**src/rtl/dmem_arbiter.sv**
```systemverilog
// -----------------------------------------------------------------------------
// dmem_arbiter
// Two-port arbiter in front of a single data memory. Port 0 is the CPU memory
// stage and port 1 is a loader/debug port. One transaction is in flight at a
// time: a request is granted from IDLE, the memory is driven for LAT cycles in
// BUSY, and the requester is acknowledged for one cycle in DONE.
//
// Parameters
//   LAT   memory access cycles per transaction, legal range 1..15
//   RR    1 = round-robin between the ports, 0 = fixed priority to port 0
//
// Ports
//   clk, rst_n                      clock, asynchronous active-low reset
//   p0_req/wen/addr/wdata           CPU request (wen 1 = store, 0 = load)
//   p1_req/wen/addr/wdata           loader/debug request, same meanings
//   p0_gnt, p1_gnt                  one-cycle pulse: request accepted, latched
//   p0_ack, p1_ack                  one-cycle pulse: transaction complete
//   rdata                           load data, held until the next load ends
//   p0_stall                        p0_req and not p0_ack (CPU pipeline freeze)
//   dmem_en, dmem_wen               memory enable / write enable (BUSY only)
//   dmem_addr, dmem_wdata           latched address / write data
//   dmem_rdata                      memory read data, valid in last BUSY cycle
// -----------------------------------------------------------------------------
module dmem_arbiter #(
   parameter int LAT = 2,
   parameter int RR  = 1
) (
   input  logic        clk,
   input  logic        rst_n,
   input  logic        p0_req,
   input  logic        p0_wen,
   input  logic [31:0] p0_addr,
   input  logic [31:0] p0_wdata,
   input  logic        p1_req,
   input  logic        p1_wen,
   input  logic [31:0] p1_addr,
   input  logic [31:0] p1_wdata,
   output logic        p0_gnt,
   output logic        p1_gnt,
   output logic        p0_ack,
   output logic        p1_ack,
   output logic [31:0] rdata,
   output logic        p0_stall,
   output logic        dmem_en,
   output logic        dmem_wen,
   output logic [31:0] dmem_addr,
   output logic [31:0] dmem_wdata,
   input  logic [31:0] dmem_rdata
);

   localparam logic [3:0] LAT_M1 = 4'(LAT - 1);

   typedef enum logic [1:0] {
      IDLE = 2'd0,
      BUSY = 2'd1,
      DONE = 2'd2
   } state_t;

   state_t      state;
   state_t      state_nxt;
   logic [3:0]  cnt;
   logic        last_id;     // port granted most recently
   logic        lat_id;      // port owning the current transaction
   logic        lat_wen;
   logic [31:0] lat_addr;
   logic [31:0] lat_wdata;
   logic [31:0] rdata_q;
   logic        any_req;
   logic        win_id;

   // Winner selection. With a single requester it simply wins; on contention
   // round-robin favours the port that was not granted last.
   always_comb begin
      any_req = p0_req | p1_req;
      win_id  = 1'b0;
      if (p0_req && p1_req) begin
         win_id = (RR != 0) ? ~last_id : 1'b0;
      end else if (p1_req) begin
         win_id = 1'b1;
      end
   end

   // State register. The memory strobes decode from this, so an asynchronous
   // reset drops dmem_en immediately.
   always_ff @(posedge clk or negedge rst_n) begin
      if (!rst_n) begin
         state <= IDLE;
      end else begin
         state <= state_nxt;
      end
   end

   // Next state and control outputs; grant is a Mealy output of IDLE so that
   // the request is accepted on the same edge that enters BUSY.
   always_comb begin
      state_nxt = state;
      p0_gnt    = 1'b0;
      p1_gnt    = 1'b0;
      p0_ack    = 1'b0;
      p1_ack    = 1'b0;
      dmem_en   = 1'b0;
      dmem_wen  = 1'b0;
      case (state)
         IDLE: begin
            if (any_req) begin
               p0_gnt    = ~win_id;
               p1_gnt    = win_id;
               state_nxt = BUSY;
            end
         end
         BUSY: begin
            dmem_en  = 1'b1;
            dmem_wen = lat_wen;
            if (cnt == 4'd0) begin
               state_nxt = DONE;
            end
         end
         DONE: begin
            p0_ack    = ~lat_id;
            p1_ack    = lat_id;
            state_nxt = IDLE;
         end
         default: begin
            state_nxt = IDLE;
         end
      endcase
   end

   // Transaction latch, access counter, round-robin pointer and load data.
   // The pointer resets to port 1 so port 0 wins the first contention.
   always_ff @(posedge clk or negedge rst_n) begin
      if (!rst_n) begin
         cnt       <= 4'd0;
         last_id   <= 1'b1;
         lat_id    <= 1'b0;
         lat_wen   <= 1'b0;
         lat_addr  <= 32'd0;
         lat_wdata <= 32'd0;
         rdata_q   <= 32'd0;
      end else if (state == IDLE && any_req) begin
         cnt       <= LAT_M1;
         last_id   <= win_id;
         lat_id    <= win_id;
         lat_wen   <= win_id ? p1_wen   : p0_wen;
         lat_addr  <= win_id ? p1_addr  : p0_addr;
         lat_wdata <= win_id ? p1_wdata : p0_wdata;
      end else if (state == BUSY) begin
         if (cnt != 4'd0) begin
            cnt <= cnt - 4'd1;
         end else if (!lat_wen) begin
            rdata_q <= dmem_rdata;
         end
      end
   end

   assign dmem_addr  = lat_addr;
   assign dmem_wdata = lat_wdata;
   assign rdata      = rdata_q;
   assign p0_stall   = p0_req & ~p0_ack;

endmodule

```
**config.mk**
```make
export PLATFORM = sky130hd
export DESIGN_NAME = dmem_arbiter
export DESIGN_NICKNAME = d
export VERILOG_FILES = /design/src/rtl/dmem_arbiter.sv
export SDC_FILE = /design/constraint.sdc
export NUM_CORES = 1
export LEC_CHECK = 0
export ABC_AREA = 1
export CAP_MARGIN = 20
export CORE_MARGIN = 3
export CORE_UTILIZATION = 42
export DETAILED_ROUTE_END_ITERATION = 10
export GPL_ROUTABILITY_DRIVEN = 1
export PLACE_DENSITY_LB_ADDON = 0.15
export SETUP_SLACK_MARGIN = 0.02
export SLEW_MARGIN = 20
export SYNTH_ARGS = -nofsm -noshare
export SYNTH_HDL_FRONTEND = slang
export SYNTH_SLANG_ARGS = --single-unit
```
**constraint.sdc**
```tcl
create_clock -name clk -period 3.25 [get_ports clk]
set_input_delay 0.65 -clock clk [delete_from_list [all_inputs] [get_ports clk]]
set_output_delay 0.65 -clock clk [all_outputs]
set_load 0.005 [all_outputs]
```
=== Word level (Yosys, flattened, before mapping) ===
Index checks and enable logic that the tools add are counted.

* Logic and storage cells: 51
* Register bits: 105
* Output and inout bits: 103
* Input port bits: 166

* Equality and inequality tests: 4
* Reductions and logical operators: 10
* Bitwise logic cells: 9
* Add/subtract/negate cells: 1
* Muxes and demuxes: 19

{| class="wikitable"
|+ Operators with widths
! operator !! count
|-
| 2-to-1 mux 32 bit || 2
|-
| 2-to-1 mux 4 bit || 3
|-
| 2-to-1 mux 1 bit || 11
|-
| inverter 1 bit || 7
|-
| logical NOT 4 bit || 1
|-
| 2-to-1 mux 2 bit || 2
|-
| != test 2 bit, second input constant || 2
|-
| one-hot mux 2 bit (2 select lines) || 1
|-
| AND reduction 2 bit || 2
|-
| AND reduction 4 bit || 1
|-
| nonzero test 2 bit || 2
|-
| nonzero test 4 bit || 1
|-
| subtractor 4 x 1 -> 4 bit, second input constant || 1
|-
| == test 2 x 1 -> 1 bit, second input constant || 1
|-
| == test 2 bit, second input constant || 1
|-
| logical AND 1 bit || 2
|-
| logical NOT 2 bit || 1
|-
| AND 1 bit || 1
|-
| OR 1 bit || 1
|}

=== Depth between registers and ports, before layout ===
Gate-level depths: netlist of the first run.

* Word-level depth: 5
* Mapped depth: 9
* Gate-level depth less buffers: 8

=== Worst setup path after synthesis of the first run ===
OpenSTA, ideal clock, no wires.

* Kind: input port to output port
* Start point: input p0_req
* End point: output p0_gnt
* Arrival: 1.156 ns
* Stages: 5
* Slack: 1.444 ns
* Required time: 2.600 ns
* Cells stage by stage: nand2_2 nand2_2 inv_2 nor2_4 buf_6

* Word-level cells in the longest chain between the ends: 5

{| class="wikitable"
|+ RTL lines
! item !! RTL line !! RTL
|-
| start, declared || 30 || <nowiki>input logic p0_req,</nowiki>
|-
| logical AND 1 bit || 76 || <nowiki>if (p0_req && p1_req) begin</nowiki>
|-
| 2-to-1 mux 1 bit || 76 ||
|-
| inverter 1 bit || 106 || <nowiki>p0_gnt = ~win_id;</nowiki>
|-
| 2-to-1 mux 1 bit (*) || 105 || <nowiki>if (any_req) begin</nowiki>
|-
| 2-to-1 mux 1 bit (*) || 103 || <nowiki>case (state)</nowiki>
|-
| end, declared || 38 || <nowiki>output logic p0_gnt,</nowiki>
|}

Mark *: on every way between the ends. The rest lies on a longest branch, timed or not.

=== Worst setup path after layout of the first run ===
Same ends and word-level chain as after synthesis.

==> impl_metrics.csv, run 1 <==
group,metric,value,unit
sta,finalHoldViolations,0,
global_route,grt_overflow_total,0,
finish,layout.filler_cells,905,
job,max_cap_violations,0,
detailed_routing,wirelength,15000,um
min_path,holdCritPathClass,"in2async",
pwr,fin_total_pwr,6.70,mW
sta,final.min_clock_period,2.82,ns
floorplan,die_w,112,um
cts,cts_tree,"built",
global_route,most_congested_layer_reported_by_global_routing,"met2",
place,gpl.final_weighted_congestion,0.835,
yosys,synth.yosys.seq_area_share,55.3,%
yosys,synth-seq-cells,105,
place,pre_cts_ws,0.435,ns
global_route,grt_antenna_before_repair,0,
critical_path,timing_worst_setup_path_type,"in2out",
critical_path,timing.reg2reg.setup_slack,1.02,ns
sta,finalSetupViolations,0,
cts,root_buffer,"sky130_fd_sc_hd__clkbuf_16",
global_route,combined_global_route_utilization_of_all_metal_layers,23.5,%
pwr,power.density_cell_area,865,mW/mm^2
global_route,global_route.usage.met2,41.3,%
cts,holdBufCountCts,0,
critical_path,endpoint_kind_of_the_worst_setup_timing_path,"output pin",
finish,insertedDiodeCount,0,
yosys,synth.net_count,743,
critical_path,start_kind,"input pin",
detailed_routing,drtAntennaViolNets,0,
yosys,synth.cell_area,0.00475,mm^2
outcome,status,"finished clean",
floorplan,floorplan.io_pins,269,
detailed_routing,number_of_drc_violations_after_detailed_routing_iteration_0,357,
cts,numCtsBuffers,9,
yosys,netlist-cell-type-count,24,
sta,report.final.slew_viol_count,0,
finish,ff_latch_area,0.00263,mm^2
cts,cts_sinks,105,
finish,layout.cell_area.non_filler,0.00775,mm^2
floorplan,floorplan.rows,38,
cts,clk-insertion-delay-late,0.33,ns
cts,cts_max_level,3,
critical_path,timing.critical_path.arrival,2.17,ns
sta,setup_repair_after_global_routing_missed_its_margin,"false",
critical_path,cp_data_required_time,2.60,ns
yosys,synthesis.instances,576,
critical_path,crit_buf_inv,3,
floorplan,die-area,0.0126,mm^2
pwr,cellLeakagePower,3.71,nW
sta,slew_headroom,50.6,%
floorplan,die_height,112,um
cts,post_cts_resized,0,
global_route,first_global_vias,4808,
floorplan,core,0.0109,mm^2
global_route,grt_start_max_net_pins,69,
cts,cts.path.max_buffers,2,
floorplan,initial_core_util,43.4,%
finish,layout_common_cells,"305 x sky130_fd_sc_hd__nand2_1, 267 x sky130_fd_sc_hd__clkdlybuf4s50_1, 104 x sky130_fd_sc_hd__dfrtp_1, 43 x sky130_fd_sc_hd__inv_1, 34 x sky130_fd_sc_hd__nand3_1",
detailed_routing,vias_per_cell,4.85,
detailed_routing,vias,4753,
detailed_routing,drc,0,
sta,totalNegativeSetupSlack,0,ns
finish,synthToLayoutAreaGrowth,63.1,%
pwr,ir_drop,0.622,mV
global_route,global_route.usage.met3,8.03,%
global_route,grt_use_met1,27.4,%
sta,final_cycle_share,86.6,%
critical_path,cp_top_family,"buffers and inverters",
detailed_routing,drt_pre_antenna_iters,5,
critical_path,timing.critical_path.slowest_stage_cell,"sky130_fd_sc_hd__clkdlybuf4s50_1",
cts,clk_pin_slew,0.07,ns
finish,layout.cells.most_common,"sky130_fd_sc_hd__nand2_1",
critical_path,timing.critical_path.fanout_max,4,
critical_path,cpPeakStageDelay,0.61,ns
sta,tightest_slew,0.740,ns
sta,max_clock_freq,355,MHz
place,placement.cell_area,0.00744,mm^2
finish,nNetsFinal,1001,
place,post-dp-hpwl,11300,um
detailed_routing,avgRoutedWirePerCell,15.3,um
sta,setup_slack,0.434,ns
cts,post_cts_repair_timing_setup_buffer_count,0,
yosys,post_synth.cell_area_avg,8.25,um^2
yosys,yosys_warnings,0,
place,number_of_input_and_output_port_buffers_inserted,268,
sta,hold-worst-slack,0.340,ns
finish,layout-drive-gt1-share,4.53,%
critical_path,critical_path.cell_chain,"clkdlybuf4s50_1 > nand2_2 > nand2_2 > inv_2 > nor2_4 > clkdlybuf4s50_1",
sta,setup_skew,0.0107,ns
finish,multiInputGateArea,0.00173,mm^2
global_route,grt_first_pass_wirelength,23900,um
==> routing by layer <==
metal / wire length (um) / vias up
met5: 0 / -
met4: 331 / 0
met3: 1480 / 22
met2: 7570 / 209
met1: 5570 / 2223
li1: - / 2299
==> cells in the mapped netlist (all sizes together) <==
library cell / n / area (um^2)
nand2: 308 / 1160
nand3: 35 / 180
dfrtp: 104 / 2600
o211ai: 31 / 233
or2: 1 / 6.26
nand4: 1 / 6.26
dfstp: 1 / 26.3
o22ai: 1 / 6.26
ha: 1 / 12.5
nor2: 12 / 72.6
buf: 27 / 215
clkbuf: 2 / 7.51
o21ai: 5 / 36.3
inv: 45 / 169
a21oi: 1 / 5.00
xor2: 1 / 8.76
==> path summary, 6_finish.rpt <==
path,start,end,cells after the start
hold / removal,rst_n,dmem_addr[7]$_DFFE_PN0P_,1
hold reg to reg,last_id$_DFFE_PN1P_,last_id$_DFFE_PN1P_,2
max in group asynchronous,rst_n,rdata[29]$_DFFE_PN0P_,2
min in group clk,last_id$_DFFE_PN1P_,last_id$_DFFE_PN1P_,2
setup reg to reg,cnt[0]$_DFFE_PN0P_,rdata[25]$_DFFE_PN0P_,8
setup / recovery,p0_req,p0_gnt,6
==> stage by stage <==
stage,util [%],cells
after floorplan,-,576
after global placement,68.1,963
after detailed placement,68.1,963
after CTS,70.9,979
after global routing,70.9,979
final,70.9,979
==> report_power, final <==
group	switching (mW)	internal [mW]	leakage, nW	total, mW
registers	0.360	1.98	1.28	2.34
logic	1.51	1.75	2.29	3.27
clock network	0.476	0.625	0.143	1.10
==> kinds of logic after synthesis <==
kind of cell	synth area share [%]
AOI/OAI and AO/OA	5.90
xor gates and xnor gates	0.184
adders and majority gates	0.263
buffers and inverters	8.24
DFF	55.3
and+or+nand+nor	30.1
==> state kept, by name (all words and copies together) (netlist names) <==
register    cells
lat_wen         1
dmem_addr      32
last_id         1
rdata          32
lat_id          1
state           2
cnt             4
dmem_wdata     32
==> layout make-up <==
| type | instances | share of cell area (%) |
|---|---|---|
| Timing Repair Buffer | 276 | 35.4 |
| Multi-Input combinational cell | 397 | 22.3 |
| Clock inverter | 5 | 0.807 |
| Clock buffer | 11 | 3.13 |
| Tap cell | 140 | 2.26 |
| Inverter | 45 | 2.18 |
| Sequential cell | 105 | 33.9 |
(Power assumes the default switching activity.)
==> inputs of run 2 (changes only) <==
Settings changed: PLACE_DENSITY set to 0.87, PLACE_DENSITY_LB_ADDON 0.15 to unset.
==> impl_metrics.csv, run 2 (synthesis results as in run 1) <==
group,metric,value,unit
cts,clk_pin_slew,0.07,ns
cts,cts_max_level,3,
detailed_routing,vias,4751,
cts,cts.path.max_buffers,2,
place,gpl.final_weighted_congestion,0.866,
sta,slew_headroom,53.5,%
global_route,combined_global_route_utilization_of_all_metal_layers,23.6,%
detailed_routing,wirelength,14800,um
sta,final.min_clock_period,2.78,ns
pwr,power.density_cell_area,864,mW/mm^2
detailed_routing,drtAntennaViolNets,0,
critical_path,start_kind,"input pin",
finish,layout.cell_area.non_filler,0.00774,mm^2
detailed_routing,drt_pre_antenna_iters,5,
finish,layout_common_cells,"305 x sky130_fd_sc_hd__nand2_1, 267 x sky130_fd_sc_hd__clkdlybuf4s50_1, 104 x sky130_fd_sc_hd__dfrtp_1, 43 x sky130_fd_sc_hd__inv_1, 34 x sky130_fd_sc_hd__nand3_1",
critical_path,timing.critical_path.slowest_stage_cell,"sky130_fd_sc_hd__clkdlybuf4s50_1",
sta,finalSetupViolations,0,
sta,tightest_slew,0.698,ns
finish,post_layout_nonfiller_instances,977,
place,pre_cts_ws,0.456,ns
floorplan,core,0.0109,mm^2
critical_path,critical_path.cell_chain,"clkdlybuf4s50_1 > nand2_2 > nand2_2 > inv_2 > nor2_4 > clkdlybuf4s50_1",
critical_path,cp_data_required_time,2.60,ns
floorplan,floorplan.rows,38,
cts,cts_tree,"built",
cts,post_cts_resized,0,
finish,nNetsFinal,999,
place,post-dp-hpwl,11100,um
detailed_routing,drc,0,
critical_path,timing.critical_path.fanout_max,4,
sta,totalNegativeSetupSlack,0,ns
finish,layout-drive-gt1-share,4.30,%
finish,synthToLayoutAreaGrowth,62.9,%
cts,holdBufCountCts,0,
place,placed_cells_incl_taps,961,
global_route,grt_first_pass_wirelength,23900,um
sta,finalHoldViolations,0,
cts,cts_sinks,105,
finish,layout.cells.most_common,"sky130_fd_sc_hd__nand2_1",
min_path,holdCritPathClass,"in2async",
outcome,status,"finished clean",
global_route,grt_start_max_net_pins,69,
detailed_routing,number_of_drc_violations_after_detailed_routing_iteration_0,284,
floorplan,die-area,0.0126,mm^2
sta,setup_skew,0.00805,ns
finish,layout.filler_cells,824,
cts,root_buffer,"sky130_fd_sc_hd__clkbuf_16",
place,number_of_input_and_output_port_buffers_inserted,268,
critical_path,timing_worst_setup_path_type,"in2out",
floorplan,die_height,112,um
sta,report.final.slew_viol_count,0,
floorplan,initial_core_util,43.4,%
finish,insertedDiodeCount,0,
critical_path,endpoint_kind_of_the_worst_setup_timing_path,"output pin",
place,placement.cell_area,0.00744,mm^2
job,max_cap_violations,0,
global_route,grt_overflow_total,0,
pwr,cellLeakagePower,3.71,nW
sta,final_cycle_share,85.4,%
floorplan,die_w,112,um
global_route,first_global_vias,4927,
critical_path,timing.critical_path.arrival,2.13,ns
floorplan,floorplan.io_pins,269,
cts,numCtsBuffers,9,
sta,setup_repair_after_global_routing_missed_its_margin,"false",
sta,max_clock_freq,360,MHz
global_route,grt_antenna_before_repair,0,
sta,setup_slack,0.475,ns
pwr,ir_drop,0.427,mV
detailed_routing,avgRoutedWirePerCell,15.1,um
cts,clk-insertion-delay-late,0.34,ns
critical_path,cpPeakStageDelay,0.58,ns
cts,post_cts_repair_timing_setup_buffer_count,0,
detailed_routing,vias_per_cell,4.86,
[run 2: cell types whose count changed in the layout (fill, tap and decap cells not counted), sizes merged]
cell,previous run,this run
inv,47,45
clkinv,0,2
buf,9,7
[run 2: where the power goes]
| group | internal, mW | switching [mW] | total (mW) | leakage (nW) |
|---|---|---|---|---|
| clock | 0.616 | 0.461 | 1.08 | 0.142 |
| combinational | 1.75 | 1.51 | 3.26 | 2.29 |
| sequential | 1.98 | 0.371 | 2.35 | 1.28 |
[run 2: final cells by class]
cell class	instances	area [um^2]	area share, %
repair buffers	274	2740	35.4
clock inverters	5	55.1	0.711
multi-input cells	397	1730	22.4
clock buffers	11	243	3.14
inverters	45	169	2.18
well taps	140	175	2.26
flip-flops and latches	105	2630	34.0
[run 2: final timing paths]
kind,from,end,slack [ns],cells after the start
max in group asynchronous,rst_n,last_id$_DFFE_PN1P_,2.12,2
hold / removal,rst_n,dmem_wdata[26]$_DFFE_PN0P_,0.34,1
setup reg to reg,cnt[0]$_DFFE_PN0P_,rdata[2]$_DFFE_PN0P_,1.09,8
min in group clk,last_id$_DFFE_PN1P_,last_id$_DFFE_PN1P_,0.47,2
hold reg to reg,last_id$_DFFE_PN1P_,last_id$_DFFE_PN1P_,0.47,2
setup / recovery,p0_req,p0_gnt,0.47,6
[run 2: stage by stage]
stage	hold WS [ns]	util [%]	total power [mW]
6_report	0.343	70.8	6.69
5_1_grt	0.395	70.8	7.20
4_1_cts	0.362	70.8	6.76
3_5_place_dp	0.461	68.0	5.65
3_3_place_gp	0.459	68.0	5.48
2_1_floorplan	0.354	-	3.81
[run 2: worst max-delay path: cells and delay by family]
family	cells	cell delay, ns
simple gates	3	0.29
buf+inv	3	1.18
[run 2: per-layer routing]
metal	global-route usage [%]	vias up	routed length, um
met5	0	-	0
met4	8.73	0	375
met3	6.04	26	1210
met1	26.5	2213	5440
li1	-	2297	-
met2	42.9	215	7730
==> inputs of run 3 (changes only) <==
Settings changed: ABC_CLOCK_PERIOD_IN_PS set to 3250, CORE_UTILIZATION 42 to 43, CTS_BUF_LIST set to sky130_fd_sc_hd__clkbuf_8, PLACE_DENSITY 0.87 to 0.89.
==> impl_metrics.csv, run 3 (synthesis results as in run 1) <==
group,metric,value,unit
finish,synthToLayoutAreaGrowth,60.6,%
critical_path,cp_top_family,"buffers and inverters",
global_route,grt_overflow_total,0,
global_route,grt_first_pass_wirelength,24000,um
finish,post_layout_nonfiller_instances,973,
pwr,fin_total_pwr,6.42,mW
floorplan,core,0.0106,mm^2
sta,max_clock_freq,356,MHz
floorplan,die_w,111,um
sta,slew_headroom,51.8,%
pwr,pwr-share-seq,36.4,%
pwr,power.density_cell_area,841,mW/mm^2
job,max_cap_violations,0,
finish,insertedDiodeCount,0,
critical_path,cpPeakStageDelay,0.61,ns
floorplan,initial_core_util,45.0,%
critical_path,timing.critical_path.slowest_stage_cell,"sky130_fd_sc_hd__clkdlybuf4s50_1",
sta,tightest_slew,0.722,ns
critical_path,timing_worst_setup_path_type,"in2out",
cts,cts_tree,"built",
finish,nNetsFinal,999,
place,placement.cell_area,0.00744,mm^2
critical_path,start_kind,"input pin",
cts,clk-insertion-delay-late,0.35,ns
critical_path,endpoint_kind_of_the_worst_setup_timing_path,"output pin",
sta,report.final.slew_viol_count,0,
finish,layout.cell_area.non_filler,0.00763,mm^2
detailed_routing,drtAntennaViolNets,0,
cts,numCtsBuffers,9,
floorplan,die_height,111,um
detailed_routing,drc,0,
detailed_routing,wirelength,14800,um
pwr,swShare,36.4,%
pwr,power_report.internal_total,4.08,mW
sta,finalHoldViolations,0,
pwr,ir_drop,0.889,mV
sta,finalSetupViolations,0,
sta,totalNegativeSetupSlack,0,ns
global_route,grt_antenna_before_repair,0,
place,number_of_input_and_output_port_buffers_inserted,268,
critical_path,timing.critical_path.fanout_max,4,
cts,holdBufCountCts,0,
outcome,status,"finished clean",
detailed_routing,drt_pre_antenna_iters,5,
place,placed_cells_incl_taps,957,
pwr,combinationalPowerShare,51.1,%
sta,final_cycle_share,86.4,%
detailed_routing,number_of_drc_violations_after_detailed_routing_iteration_0,321,
cts,cts.path.max_buffers,2,
cts,clk_pin_slew,0.10,ns
detailed_routing,avgRoutedWirePerCell,15.2,um
global_route,grt_start_max_net_pins,106,
pwr,p_clk_share,12.5,%
sta,setup_skew,0.0132,ns
cts,post_cts_repair_timing_setup_buffer_count,0,
detailed_routing,vias,4792,
cts,root_buffer,"sky130_fd_sc_hd__clkbuf_8",
sta,final.min_clock_period,2.81,ns
finish,layout.cells.most_common,"sky130_fd_sc_hd__nand2_1",
critical_path,critical_path.cell_chain,"clkdlybuf4s50_1 > nand2_2 > nand2_2 > inv_2 > nor2_4 > clkdlybuf4s50_1",
cts,cts_sinks,105,
place,gpl.final_weighted_congestion,0.888,
critical_path,cp_data_required_time,2.60,ns
min_path,holdCritPathClass,"in2async",
global_route,combined_global_route_utilization_of_all_metal_layers,23.9,%
cts,post_cts_resized,0,
finish,layout_common_cells,"305 x sky130_fd_sc_hd__nand2_1, 267 x sky130_fd_sc_hd__clkdlybuf4s50_1, 104 x sky130_fd_sc_hd__dfrtp_1, 44 x sky130_fd_sc_hd__inv_1, 34 x sky130_fd_sc_hd__nand3_1",
finish,layout-drive-gt1-share,4.30,%
critical_path,timing.critical_path.arrival,2.16,ns
floorplan,floorplan.rows,37,
cts,cts_max_level,3,
floorplan,die-area,0.0123,mm^2
detailed_routing,vias_per_cell,4.92,
place,post-dp-hpwl,11100,um
floorplan,floorplan.io_pins,269,
sta,setup_repair_after_global_routing_missed_its_margin,"false",
pwr,total_switching_power,2.34,mW
pwr,cellLeakagePower,3.67,nW
critical_path,crit_buf_inv,3,
global_route,first_global_vias,4846,
## run 3: cell type report
type                    instances  area [um^2]
flip-flops and latches        105         2630
clock inverters                 7         68.8
clock buffers                   9          124
multi-input cells             397         1730
fillers                       795         2930
well taps                     136          170
repair buffers                274         2740
inverters                      45          169
## run 3: layer usage
layer | global-route usage [%] | wire (um) | part of all wire, % | up-vias
li1 | - | - | - | 2282
met1 | 27.2 | 5730 | 39 | 2298
met2 | 44.1 | 7750 | 52 | 202
met3 | 7.59 | 1200 | 8.1 | 10
met4 | 4.62 | 140 | 0.94 | 0
met5 | 0 | 0 | 0 | -
## run 3: final timing paths
path / start / end / slack (ns) / depth (start not counted)
min in group clk: dmem_addr[15]$_DFFE_PN0P_ / dmem_addr[15]$_DFFE_PN0P_ / 0.49 / 2
worst min-delay path: rst_n / rdata[24]$_DFFE_PN0P_ / 0.33 / 2
max in group asynchronous: rst_n / dmem_addr[12]$_DFFE_PN0P_ / 2.47 / 2
worst max register to register: cnt[0]$_DFFE_PN0P_ / rdata[22]$_DFFE_PN0P_ / 1.05 / 8
worst min register to register: dmem_addr[15]$_DFFE_PN0P_ / dmem_addr[15]$_DFFE_PN0P_ / 0.49 / 2
worst max-delay path: p0_req / p0_gnt / 0.44 / 6
## run 3: power groups by stage
stage	Sequential [mW]	Clock (mW)	Combinational [mW]
6_report	2.34	0.805	3.28
5_1_grt	2.42	0.880	3.63
4_1_cts	2.34	0.829	3.33
3_5_place_dp	2.36	0	3.31
3_3_place_gp	2.32	0	3.18
2_1_floorplan	2.38	0	1.43
## run 3: stage by stage
stage               setup slack (ns)  utilization [%]  hold WS, ns
floorplan                       1.44                -        0.354
global placement               0.467             70.4        0.462
detailed placement             0.451             70.4        0.464
CTS                            0.426             72.3        0.370
global route                   0.401             72.3        0.368
finish                         0.442             72.3        0.328
